--- config.mk ---
export PLATFORM = sky130hd
export DESIGN_NAME = baud_tick_gen
export DESIGN_NICKNAME = d
export VERILOG_FILES = /design/src/rtl/baud_tick_gen.sv
export SDC_FILE = /design/constraint.sdc
export NUM_CORES = 1
export LEC_CHECK = 0
export ABC_AREA = 1
export BUFFER_PORTS_ARGS = -buffer_cell sky130_fd_sc_hd__buf_2
export CORE_MARGIN = 1
export CORE_UTILIZATION = 45
export DETAILED_ROUTE_END_ITERATION = 12
export GPL_ROUTABILITY_DRIVEN = 0
export PLACE_DENSITY = 0.76
export SLEW_MARGIN = 20
export SYNTH_ARGS = -nofsm -noshare
export SYNTH_HDL_FRONTEND = slang
export SYNTH_SLANG_ARGS = --single-unit
export TNS_END_PERCENT = 5
--- constraint.sdc ---
create_clock -name clk -period 2.2 [get_ports clk]
set_clock_uncertainty 0.2 [all_clocks]
set_input_delay 0.11 -clock clk [delete_from_list [all_inputs] [get_ports clk]]
set_output_delay 0.11 -clock clk [all_outputs]
set_load 0.1 [all_outputs]
--- src/rtl/baud_tick_gen.sv ---
// rtl/baud_tick_gen.sv - Prescaled oversample/half-bit/bit tick generator.
// Optional fractional period extension is enabled by defining BAUD_TICK_GEN_FRAC_EN.
module baud_tick_gen #(
    parameter int WIDTH = 16,
    parameter int OSR   = 16
) (
    input  logic                    clk,
    input  logic                    reset_n,
    input  logic                    enable,
    input  logic                    restart,
    input  logic [WIDTH-1:0]        divisor,
    input  logic [3:0]              frac,
    output logic                    os_tick,
    output logic                    half_tick,
    output logic                    bit_tick,
    output logic [$clog2(OSR)-1:0]  os_count
);

    localparam int OSR_W = $clog2(OSR);
    localparam logic [OSR_W-1:0] HALF_LAST = OSR_W'(OSR / 2 - 1);
    localparam logic [OSR_W-1:0] BIT_LAST  = OSR_W'(OSR - 1);

    // One extra bit so divisor+carry can never wrap.
    logic [WIDTH:0] cnt;
    logic [WIDTH:0] reload;
    logic           carry;

`ifdef BAUD_TICK_GEN_FRAC_EN
    logic [3:0] acc;
    logic [3:0] acc_sum;

    assign {carry, acc_sum} = {1'b0, acc} + {1'b0, frac};
`else
    logic unused_frac;

    assign carry       = 1'b0;
    assign unused_frac = ^frac;
`endif

    assign reload = {1'b0, divisor} + {{WIDTH{1'b0}}, carry};

    always_ff @(posedge clk or negedge reset_n) begin
        if (!reset_n) begin
            cnt       <= '0;
            os_count  <= '0;
            os_tick   <= 1'b0;
            half_tick <= 1'b0;
            bit_tick  <= 1'b0;
`ifdef BAUD_TICK_GEN_FRAC_EN
            acc       <= '0;
`endif
        end else if (restart) begin
            cnt       <= {1'b0, divisor};
            os_count  <= '0;
            os_tick   <= 1'b0;
            half_tick <= 1'b0;
            bit_tick  <= 1'b0;
`ifdef BAUD_TICK_GEN_FRAC_EN
            acc       <= '0;
`endif
        end else if (enable && cnt == '0) begin
            // Tick event: reload samples divisor here, so mid-period changes wait.
            cnt       <= reload;
            os_count  <= os_count + 1'b1;
            os_tick   <= 1'b1;
            half_tick <= (os_count == HALF_LAST);
            bit_tick  <= (os_count == BIT_LAST);
`ifdef BAUD_TICK_GEN_FRAC_EN
            acc       <= acc_sum;
`endif
        end else begin
            if (enable) begin
                cnt <= cnt - 1'b1;
            end
            os_tick   <= 1'b0;
            half_tick <= 1'b0;
            bit_tick  <= 1'b0;
        end
    end

endmodule

==> impl_metrics.tcl, run 1 <==
set metrics [dict create \
    status "complete, no violations" \
    final.setup.tns_ps 0 \
    clk_pin_slew_ps 140 \
    ir_drop_mv 0.352 \
    syn_to_final_growth_pct 25.8 \
    place_inst 318 \
    row_count 21 \
    maxUsedRoutingLayer "met4" \
    setup_viol 0 \
    cp.required_ps 2280 \
    track_usage_pct 20.8 \
    cts_setup_buffers 0 \
    drc 0 \
    crit_type "reg2reg" \
    grt_pass1_vias 1554 \
    port_buffers 26 \
    fin_nets 323 \
    cts_tree "yes" \
    synthCells 247 \
    worstMarginPinSlew_ps 555 \
    path_max_fanout 5 \
    fmax_ghz 0.507 \
    clock_sinks 24 \
    drive_gt1_share_pct 15.6 \
    wire_per_inst_um 10.2 \
    cp.arrival_ps 2050 \
    drv_cap 0 \
    p_leak_nw 1.13 \
    cts_buffer_depth 2 \
    cellPowerDensity_mw_per_mm2 548 \
    io_pins 31 \
    initialDrtViolationCount 135 \
    period_needed_ps 1970 \
    die_h_um 62.6 \
    wl_met2_mm 1.61 \
    finalHoldViolations 0 \
    yosysSeqAreaShare_pct 36.3 \
    n_antenna_cell 0 \
    grt_max_degree 25 \
    die_w_um 62.6 \
    cp-start-kind "flop" \
    grt_pass1_wl_mm 6.57 \
    rsz0062_at_grt "false" \
    yosysWarnings 0 \
    cp-end-kind "flop" \
    ys_types 22 \
    antenna_found_initial 0 \
    syn_nets 274 \
    holdCritPathClass "in2reg" \
    dp_hpwl_mm 2.46 \
    gr-total-overflow 0 \
    first_pass_iters 4 \
    vias_per_cell 4.67 \
    maxSlewHeadroom_pct 63.0 \
    htreeDepth 1 \
    coreArea_mm2 0.00342 \
    wl_met3_um 144 \
    detail_route.wirelength_mm 3.47 \
    initial_core_util_pct 48.4 \
    die-area_mm2 0.00392 \
    instances_no_fill 341 \
    netlist_area_mm2 0.00165 \
    slew_viol_final 0 \
    vias 1594 \
    finalPower_mw 1.14 \
    synth.avg_cell_area_um2 6.69 \
    numCtsBuffers 3 \
    ant_nets 0 \
    ys_seq_elements 24 \
    period_share_pct 89.7 \
    clk_latency_ps 330 \
    drt-met1-wl_mm 1.69 \
    clock-root-buffer "clkbuf_4" \
]
## flip-flops by register name (all words and copies together), names as in the netlist
register   count
cnt           17
os_tick        1
os_count       4
bit_tick       1
half_tick      1
## synthesized netlist by cell type
cell type | count | area (µm²)
buf_8 | 1 | 15.0
nand2_4 | 1 | 11.3
nand2_2 | 1 | 6.26
mux2i_1 | 1 | 10.0
nand4_1 | 3 | 18.8
o21ai_0 | 2 | 10.0
clkinv_1 | 2 | 7.51
buf_4 | 1 | 7.51
clkbuf_1 | 2 | 7.51
a21oi_1 | 1 | 5.00
xor2_1 | 4 | 35.0
nand3_1 | 37 | 185
xnor2_1 | 4 | 35.0
nor2_1 | 20 | 75.1
nand2_8 | 1 | 20.0
ha_1 | 3 | 37.5
nor3_1 | 1 | 5.00
dfrtp_1 | 24 | 601
nor2_4 | 4 | 45.0
nand2_1 | 95 | 357
nor2_2 | 5 | 31.3
inv_1 | 34 | 128
## per-stage QoR
step | worst slack [ps] | cell area [µm²] | util, % | hold slack, ps
after floorplan | 404 | 1650 | - | -386
after global placement | 31.5 | 1830 | 53.7 | -80.4
after detailed placement | 31.9 | 1830 | 53.7 | -70.8
after CTS | 227 | 2080 | 60.9 | 67.5
after global routing | 73.2 | 2080 | 60.9 | 81.6
final | 226 | 2080 | 60.9 | 71.3
## cell families (layout without fill, tap and decap cells)
logic type | after synthesis | count (layout) | synth area share, %
AND/OR/NAND/NOR | 168 | 168 | 45.6
XOR/XNOR | 8 | 8 | 4.24
AO/OA/AOI/OAI | 3 | 3 | 0.908
multiplexers | 1 | 1 | 0.606
flip-flops | 24 | 24 | 36.3
buffers and inverters | 40 | 88 | 9.99
adder cells (fa/ha/maj) | 3 | 3 | 2.27
## timing repair
item	4_1_cts	5_1_grt
endpoints found under the setup margin	6	0
resized for setup	1	0
endpoints found under the hold margin	45	0
hold buffers	19	0
## worst paths after layout
path / from / end / slack (ps) / cells after the start
min in group asynchronous: reset_n / half_tick / 90 / 2
max in group asynchronous: reset_n / cnt[14] / 1340 / 2
worst min-delay path: enable / os_count[1] / 70 / 7
worst max register to register: cnt[13] / os_tick / 230 / 6
worst min register to register: os_count[3] / half_tick / 250 / 1
worst max-delay path: cnt[13] / os_tick / 230 / 6
## placed cells by master (no fill, tap or decap), types with 2 or more instances in the layout
cell type	count
nand4_1	3
xor2_1	4
dfrtp_1	24
nand2_1	95
nor2_2	5
xnor2_1	4
nand3_1	37
inv_1	34
nor2_1	20
dlygate4sd3_1	19
clkbuf_4	3
buf_2	26
clkinv_1	2
ha_1	3
nor2_4	4
o21ai_0	2
buf_4	3
## layer usage
layer / global-route usage, % / vias to the layer above
met5: 0 / -
met4: 5.52 / 0
met3: 4.93 / 2
met2: 35.1 / 30
met1: 26.6 / 709
li1: - / 853
## critical path, stage by stage (launching register included)
cell	delay, ps
dfrtp_1	450
nor2_1	160
nand3_1	160
nor2_1	140
nand2_1	60
nor2_1	180
dlygate4sd3_1	570
## area by class of cell
class / instances / area (µm²)
well taps: 46 / 57.6
fillers: 349 / 1340
clock inverters: 1 / 30.0
flip-flops and latches: 24 / 601
inverters: 36 / 135
repair buffers: 48 / 343
clock buffers: 3 / 22.5
multi-input cells: 183 / 891
## where the power goes
group / total, mW / leakage, nW / switching, mW / internal [mW]
clock network: 0.327 / 0.0279 / 0.142 / 0.184
logic: 0.274 / 0.800 / 0.152 / 0.121
registers: 0.539 / 0.299 / 0.0567 / 0.482
Power figures use the tool's default switching activity.
==> run 2, diff against run 1 <==
--- a/config.mk
+++ b/config.mk
@@ -7,11 +7,13 @@
 export LEC_CHECK = 0
 export ABC_AREA = 1
 export BUFFER_PORTS_ARGS = -buffer_cell sky130_fd_sc_hd__buf_2
+export CELL_PAD_IN_SITES_DETAIL_PLACEMENT = 1
+export CELL_PAD_IN_SITES_GLOBAL_PLACEMENT = 1
 export CORE_MARGIN = 1
-export CORE_UTILIZATION = 45
+export CORE_UTILIZATION = 30
 export DETAILED_ROUTE_END_ITERATION = 12
 export GPL_ROUTABILITY_DRIVEN = 0
-export PLACE_DENSITY = 0.76
+export PLACE_DENSITY = 0.73
 export SLEW_MARGIN = 20
 export SYNTH_ARGS = -nofsm -noshare
 export SYNTH_HDL_FRONTEND = slang
==> run 2 against run 1 <==
  * Die area increased by 48%
  * First-iteration DRC count decreased by 70%
  * Largest power group unchanged
  * Routed wire length increased by 24%
  * Via count increased by 2.6%
  * Setup slack improved by 23 ps
  * Global-route usage decreased by 4.4 points
  * Register-to-register slack improved by 20 ps
==> impl_metrics.tcl, run 2 (synthesis gave the netlist of run 1 again) <==
set metrics [dict create \
    status "complete, no violations" \
    htreeDepth 1 \
    cp.required_ps 2170 \
    r2r_cells 12 \
    min_path_cells 5 \
    clk_pin_slew_ps 90 \
    place_area_mm2 0.00189 \
    worstMarginPinSlew_ps 570 \
    period_needed_ps 1950 \
    fmax_ghz 0.512 \
    stdcell_area_mm2 0.00214 \
    final_common_cell "nand2_1" \
    drc 0 \
    clock_sinks 24 \
    antenna_found_initial 0 \
    initial_core_util_pct 31.8 \
    ant_nets 0 \
    port_buffers 26 \
    track_usage_pct 16.4 \
    grt_pass1_wl_mm 7.63 \
    min_to "os_tick" \
    cp.arrival_ps 1930 \
    maxSlewHeadroom_pct 62.0 \
    io_pins 31 \
    cellPowerDensity_mw_per_mm2 538 \
    crit_type "reg2reg" \
    largest_reg_flops 17 \
    finalHoldViolations 0 \
    cp-end-kind "flop" \
    cts_setup_buffers 0 \
    mostFrequentLayoutCells "95 x nand2_1, 37 x nand3_1, 34 x inv_1" \
    clk_latency_ps 270 \
    first_pass_iters 4 \
    detail_route.wirelength_mm 4.29 \
    die-area_mm2 0.00581 \
    r2r_slack_ps 250 \
    p_leak_nw 1.14 \
    instances_no_fill 368 \
    reg2reg_to "cnt[8]" \
    setup_viol 0 \
    fin_nets 326 \
    numCtsBuffers 3 \
    drive_gt1_share_pct 16.8 \
    row_count 26 \
    rsz0062_at_grt "false" \
    worstReg2RegStart "cnt[0]" \
    reg.largest.list "cnt x17, os_count x4" \
    dp_hpwl_mm 3.00 \
    period_share_pct 88.7 \
    die_w_um 76.2 \
    initialDrtViolationCount 40 \
    die_h_um 76.2 \
    cts_tree "yes" \
    cp-start-kind "flop" \
    holdCritPathClass "in2reg" \
    gr-total-overflow 0 \
    grt_pass1_vias 1684 \
    n_antenna_cell 0 \
    largest-register "cnt" \
    clock-root-buffer "clkbuf_8" \
    coreArea_mm2 0.00520 \
    hold_start "enable" \
    vias_per_cell 4.45 \
    path_max_fanout 18 \
    syn_to_final_growth_pct 29.4 \
    ir_drop_mv 0.196 \
    grt_max_degree 25 \
    vias 1636 \
    place_inst 346 \
    drv_cap 0 \
    slew_viol_final 0 \
    cts_buffer_depth 2 \
    wire_per_inst_um 11.7 \
]
==> run 2: cell types whose count changed in the layout (fill, tap and decap cells not counted), sizes merged <==
cell / delta
dlygate4sd3: -1
bufinv: -1
buf: +4
clkbuf: +1
==> run 2: layout make-up <==
type	count	area, µm²
Tap cell	70	87.6
Fill cell	686	3070
Clock buffer	4	55.1
Multi-Input combinational cell	183	898
Inverter	36	135
Timing Repair Buffer	51	363
Sequential cell	24	601
==> run 2: worst max-delay path, stage by stage, from the launching register on <==
cell and delay, ps:
dfrtp_1 400, inv_1 80, ha_1 180, nand2_1 60, inv_1 50, nand3_1 110
nor2_4 140, buf_4 140, nand2_4 100, nand2_8 150, nand2_1 80, nand3_1 90
nand2_1 60
==> run 2: repair_timing <==
| item | CTS | global route |
|---|---|---|
| hold endpoints to repair | 41 | 0 |
| setup endpoints to repair | 10 | 5 |
| hold buffers | 18 | 0 |
| gates resized for setup | 1 | 1 |
==> run 2: worst max-delay path by stage <==
stage / from / endpoint / slack, ps
after global placement: cnt[0] / cnt[7] / -30
after floorplan: os_count[0] / os_count[2] / 400
after detailed placement: cnt[0] / cnt[10] / -70
after global routing: cnt[0] / cnt[12] / 60
final: cnt[0] / cnt[8] / 250
after CTS: cnt[0] / cnt[10] / 210
==> run 2: stage by stage <==
stage / power, mW / TNS, ps / setup WS (ps) / hold slack (ps) / utilization [%]
3_3_place_gp: 0.812 / -179 / -29.1 / -54.5 / 36.4
4_1_cts: 1.17 / 0 / 211 / 59.7 / 41.0
2_1_floorplan: 0.724 / 0 / 404 / -386 / -
3_5_place_dp: 0.821 / -477 / -73.2 / -56.7 / 36.4
5_1_grt: 1.24 / 0 / 60.3 / 72.2 / 41.1
6_report: 1.15 / 0 / 249 / 75.3 / 41.1
==> run 2: metal layers <==
| metal | vias up | global-route usage [%] | wire length [µm] |
|---|---|---|---|
| met5 | - | 0 | 0 |
| met4 | 0 | 4.81 | 44 |
| met3 | 5 | 3.35 | 119 |
| met2 | 30 | 28.6 | 2020 |
| met1 | 743 | 20.3 | 2110 |
| li1 | 858 | - | - |
==> run 2: where the power goes <==
part           internal (mW)  switching (mW)  leakage, nW
combinational          0.133           0.170        0.815
sequential             0.482          0.0503        0.299
clock                  0.160           0.156       0.0288
total                  0.776           0.376         1.14
==> run 3, diff against run 2 <==
--- a/config.mk
+++ b/config.mk
@@ -8,13 +8,12 @@
 export ABC_AREA = 1
 export BUFFER_PORTS_ARGS = -buffer_cell sky130_fd_sc_hd__buf_2
 export CELL_PAD_IN_SITES_DETAIL_PLACEMENT = 1
-export CELL_PAD_IN_SITES_GLOBAL_PLACEMENT = 1
+export CELL_PAD_IN_SITES_GLOBAL_PLACEMENT = 2
 export CORE_MARGIN = 1
 export CORE_UTILIZATION = 30
 export DETAILED_ROUTE_END_ITERATION = 12
 export GPL_ROUTABILITY_DRIVEN = 0
-export PLACE_DENSITY = 0.73
-export SLEW_MARGIN = 20
+export PLACE_DENSITY = 0.88
 export SYNTH_ARGS = -nofsm -noshare
 export SYNTH_HDL_FRONTEND = slang
 export SYNTH_SLANG_ARGS = --single-unit
==> run 3 against run 2 <==
  * Core utilization is 1.1 points lower
  * Sequential power rose by 1%
  * First-iteration DRC count shrank 23%
  * Critical path depth is 1 lower
  * Sequential share of layout area is 0.74 points higher
  * Via count down 1.3%
  * Setup slack improved by 4.4 ps
==> impl_metrics.tcl, run 3 (synthesis gave the netlist of run 1 again) <==
set metrics [dict create \
    status "complete, no violations" \
    dp_hpwl_mm 2.93 \
    maxUsedRoutingLayer "met4" \
    cp-end-kind "flop" \
    fmax_ghz 0.514 \
    final.setup.tns_ps 0 \
    switching_share_pct 33.2 \
    finish.utilization_pct 40.0 \
    place_area_mm2 0.00186 \
    min_path_cells 5 \
    cp.arrival_ps 1910 \
    fin_nets 322 \
    antenna_found_initial 0 \
    clk_latency_ps 270 \
    p_leak_nw 1.11 \
    vias_per_cell 4.45 \
    cts_buffer_depth 2 \
    crit_type "reg2reg" \
    min_to "os_tick" \
    ant_nets 0 \
    clock_sinks 24 \
    drv_cap 0 \
    drt-met1-wl_mm 2.11 \
    coreArea_mm2 0.00520 \
    ir_drop_mv 0.184 \
    clock-root-buffer "clkbuf_8" \
    r2r_cells 11 \
    grt_max_degree 25 \
    mostFrequentLayoutCells "95 x nand2_1, 37 x nand3_1, 34 x inv_1" \
    wl_met2_mm 1.87 \
    syn_to_final_growth_pct 26.1 \
    cp-start-kind "flop" \
    holdCritPathClass "in2reg" \
    row_count 26 \
    power.switching_mw 0.361 \
    maxSlewHeadroom_pct 61.5 \
    p_int_mw 0.724 \
    wl_met3_um 97 \
    fillers 683 \
    pwr-share-comb_pct 25.6 \
    gr-total-overflow 0 \
    wire_per_inst_um 11.4 \
    clk_pin_slew_ps 90 \
    stdcell_area_mm2 0.00208 \
    io_pins 31 \
    first_pass_iters 4 \
    rsz0062_at_grt "false" \
    period_share_pct 88.5 \
    finalPower_mw 1.08 \
    n_antenna_cell 0 \
    die-area_mm2 0.00581 \
    reg.largest.list "cnt x17, os_count x4" \
    die_h_um 76.2 \
    slew_viol_final 0 \
    drc 0 \
    path_max_fanout 10 \
    period_needed_ps 1950 \
    r2r_slack_ps 250 \
    hold_start "enable" \
    cp.required_ps 2170 \
    reg2reg_to "cnt[6]" \
    grt_pass1_wl_mm 7.48 \
    largest_reg_flops 17 \
    port_buffers 26 \
    pwr-share-clk_pct 24.8 \
    final_common_cell "nand2_1" \
    detail_route.wirelength_mm 4.13 \
    initialDrtViolationCount 31 \
    setup_viol 0 \
    cts_tree "yes" \
    worstReg2RegStart "cnt[0]" \
    grt_pass1_vias 1592 \
    vias 1614 \
    p_seq_share_pct 49.6 \
    finalHoldViolations 0 \
    htreeDepth 1 \
    die_w_um 76.2 \
    drive_gt1_share_pct 15.0 \
    largest-register "cnt" \
    initial_core_util_pct 31.8 \
    track_usage_pct 15.8 \
    cts_resized 0 \
    worstMarginPinSlew_ps 577 \
    numCtsBuffers 3 \
    cellPowerDensity_mw_per_mm2 520 \
]
run 3: cell count changes in the layout (fill, tap and decap cells not counted):
cell / previous run / this run
a21oi_4: 1 / 0
a21oi_1: 0 / 1
buf_4: 7 / 3
clkbuf_8: 4 / 3
run 3: final cells by class:
type | count | area (µm²) | share of cell area (%)
clock buffers | 3 | 41.3 | 1.98
multi-input cells | 183 | 887 | 42.6
well taps | 70 | 87.6 | 4.20
flip-flops and latches | 24 | 601 | 28.8
inverters | 36 | 135 | 6.48
repair buffers | 47 | 333 | 16.0
run 3: layer usage:
| layer | vias up | global-route usage, % |
|---|---|---|
| li1 | 845 | - |
| met1 | 741 | 22.1 |
| met2 | 24 | 25.6 |
| met3 | 4 | 1.08 |
| met4 | 0 | 5.38 |
| met5 | - | 0 |
run 3: stage by stage:
stage | hold slack, ps | worst slack (ps) | cells
final | 67.0 | 253 | 363
after global routing | 91.3 | 67.3 | 363
after CTS | 71.4 | 250 | 363
after detailed placement | -55.4 | 274 | 342
after global placement | -60.3 | 297 | 342
after floorplan | -386 | 404 | 247
run 3: worst max path at each step:
| stage | start | to | cells past startpoint |
|---|---|---|---|
| 6_report | cnt[0] | cnt[6] | 11 |
| 3_3_place_gp | cnt[0] | cnt[6] | 11 |
| 2_1_floorplan | os_count[0] | os_count[2] | 3 |
| 4_1_cts | cnt[0] | cnt[6] | 11 |
| 3_5_place_dp | cnt[0] | cnt[6] | 11 |
| 5_1_grt | cnt[0] | cnt[7] | 11 |
run 3: what timing repair did:
action	CTS	global route
hold buffers	18	0
endpoints found under the hold margin	42	0
setup buffers	0	0
run 3: critical path, stage by stage, from the launching register on:
cell	delay [ps]
dfrtp_1	370
inv_1	100
ha_1	230
nand2_1	60
inv_1	40
nand3_1	100
nor2_4	60
a21oi_1	250
buf_4	240
nand2_1	80
nand3_1	70
nand2_1	50
run 3: power groups by stage:
stage	Clock, mW	Sequential [mW]	Combinational (mW)
5_1_grt	0.298	0.548	0.325
4_1_cts	0.283	0.539	0.282
3_3_place_gp	0	0.547	0.250
2_1_floorplan	0	0.534	0.190
6_report	0.269	0.538	0.277
3_5_place_dp	0	0.547	0.257
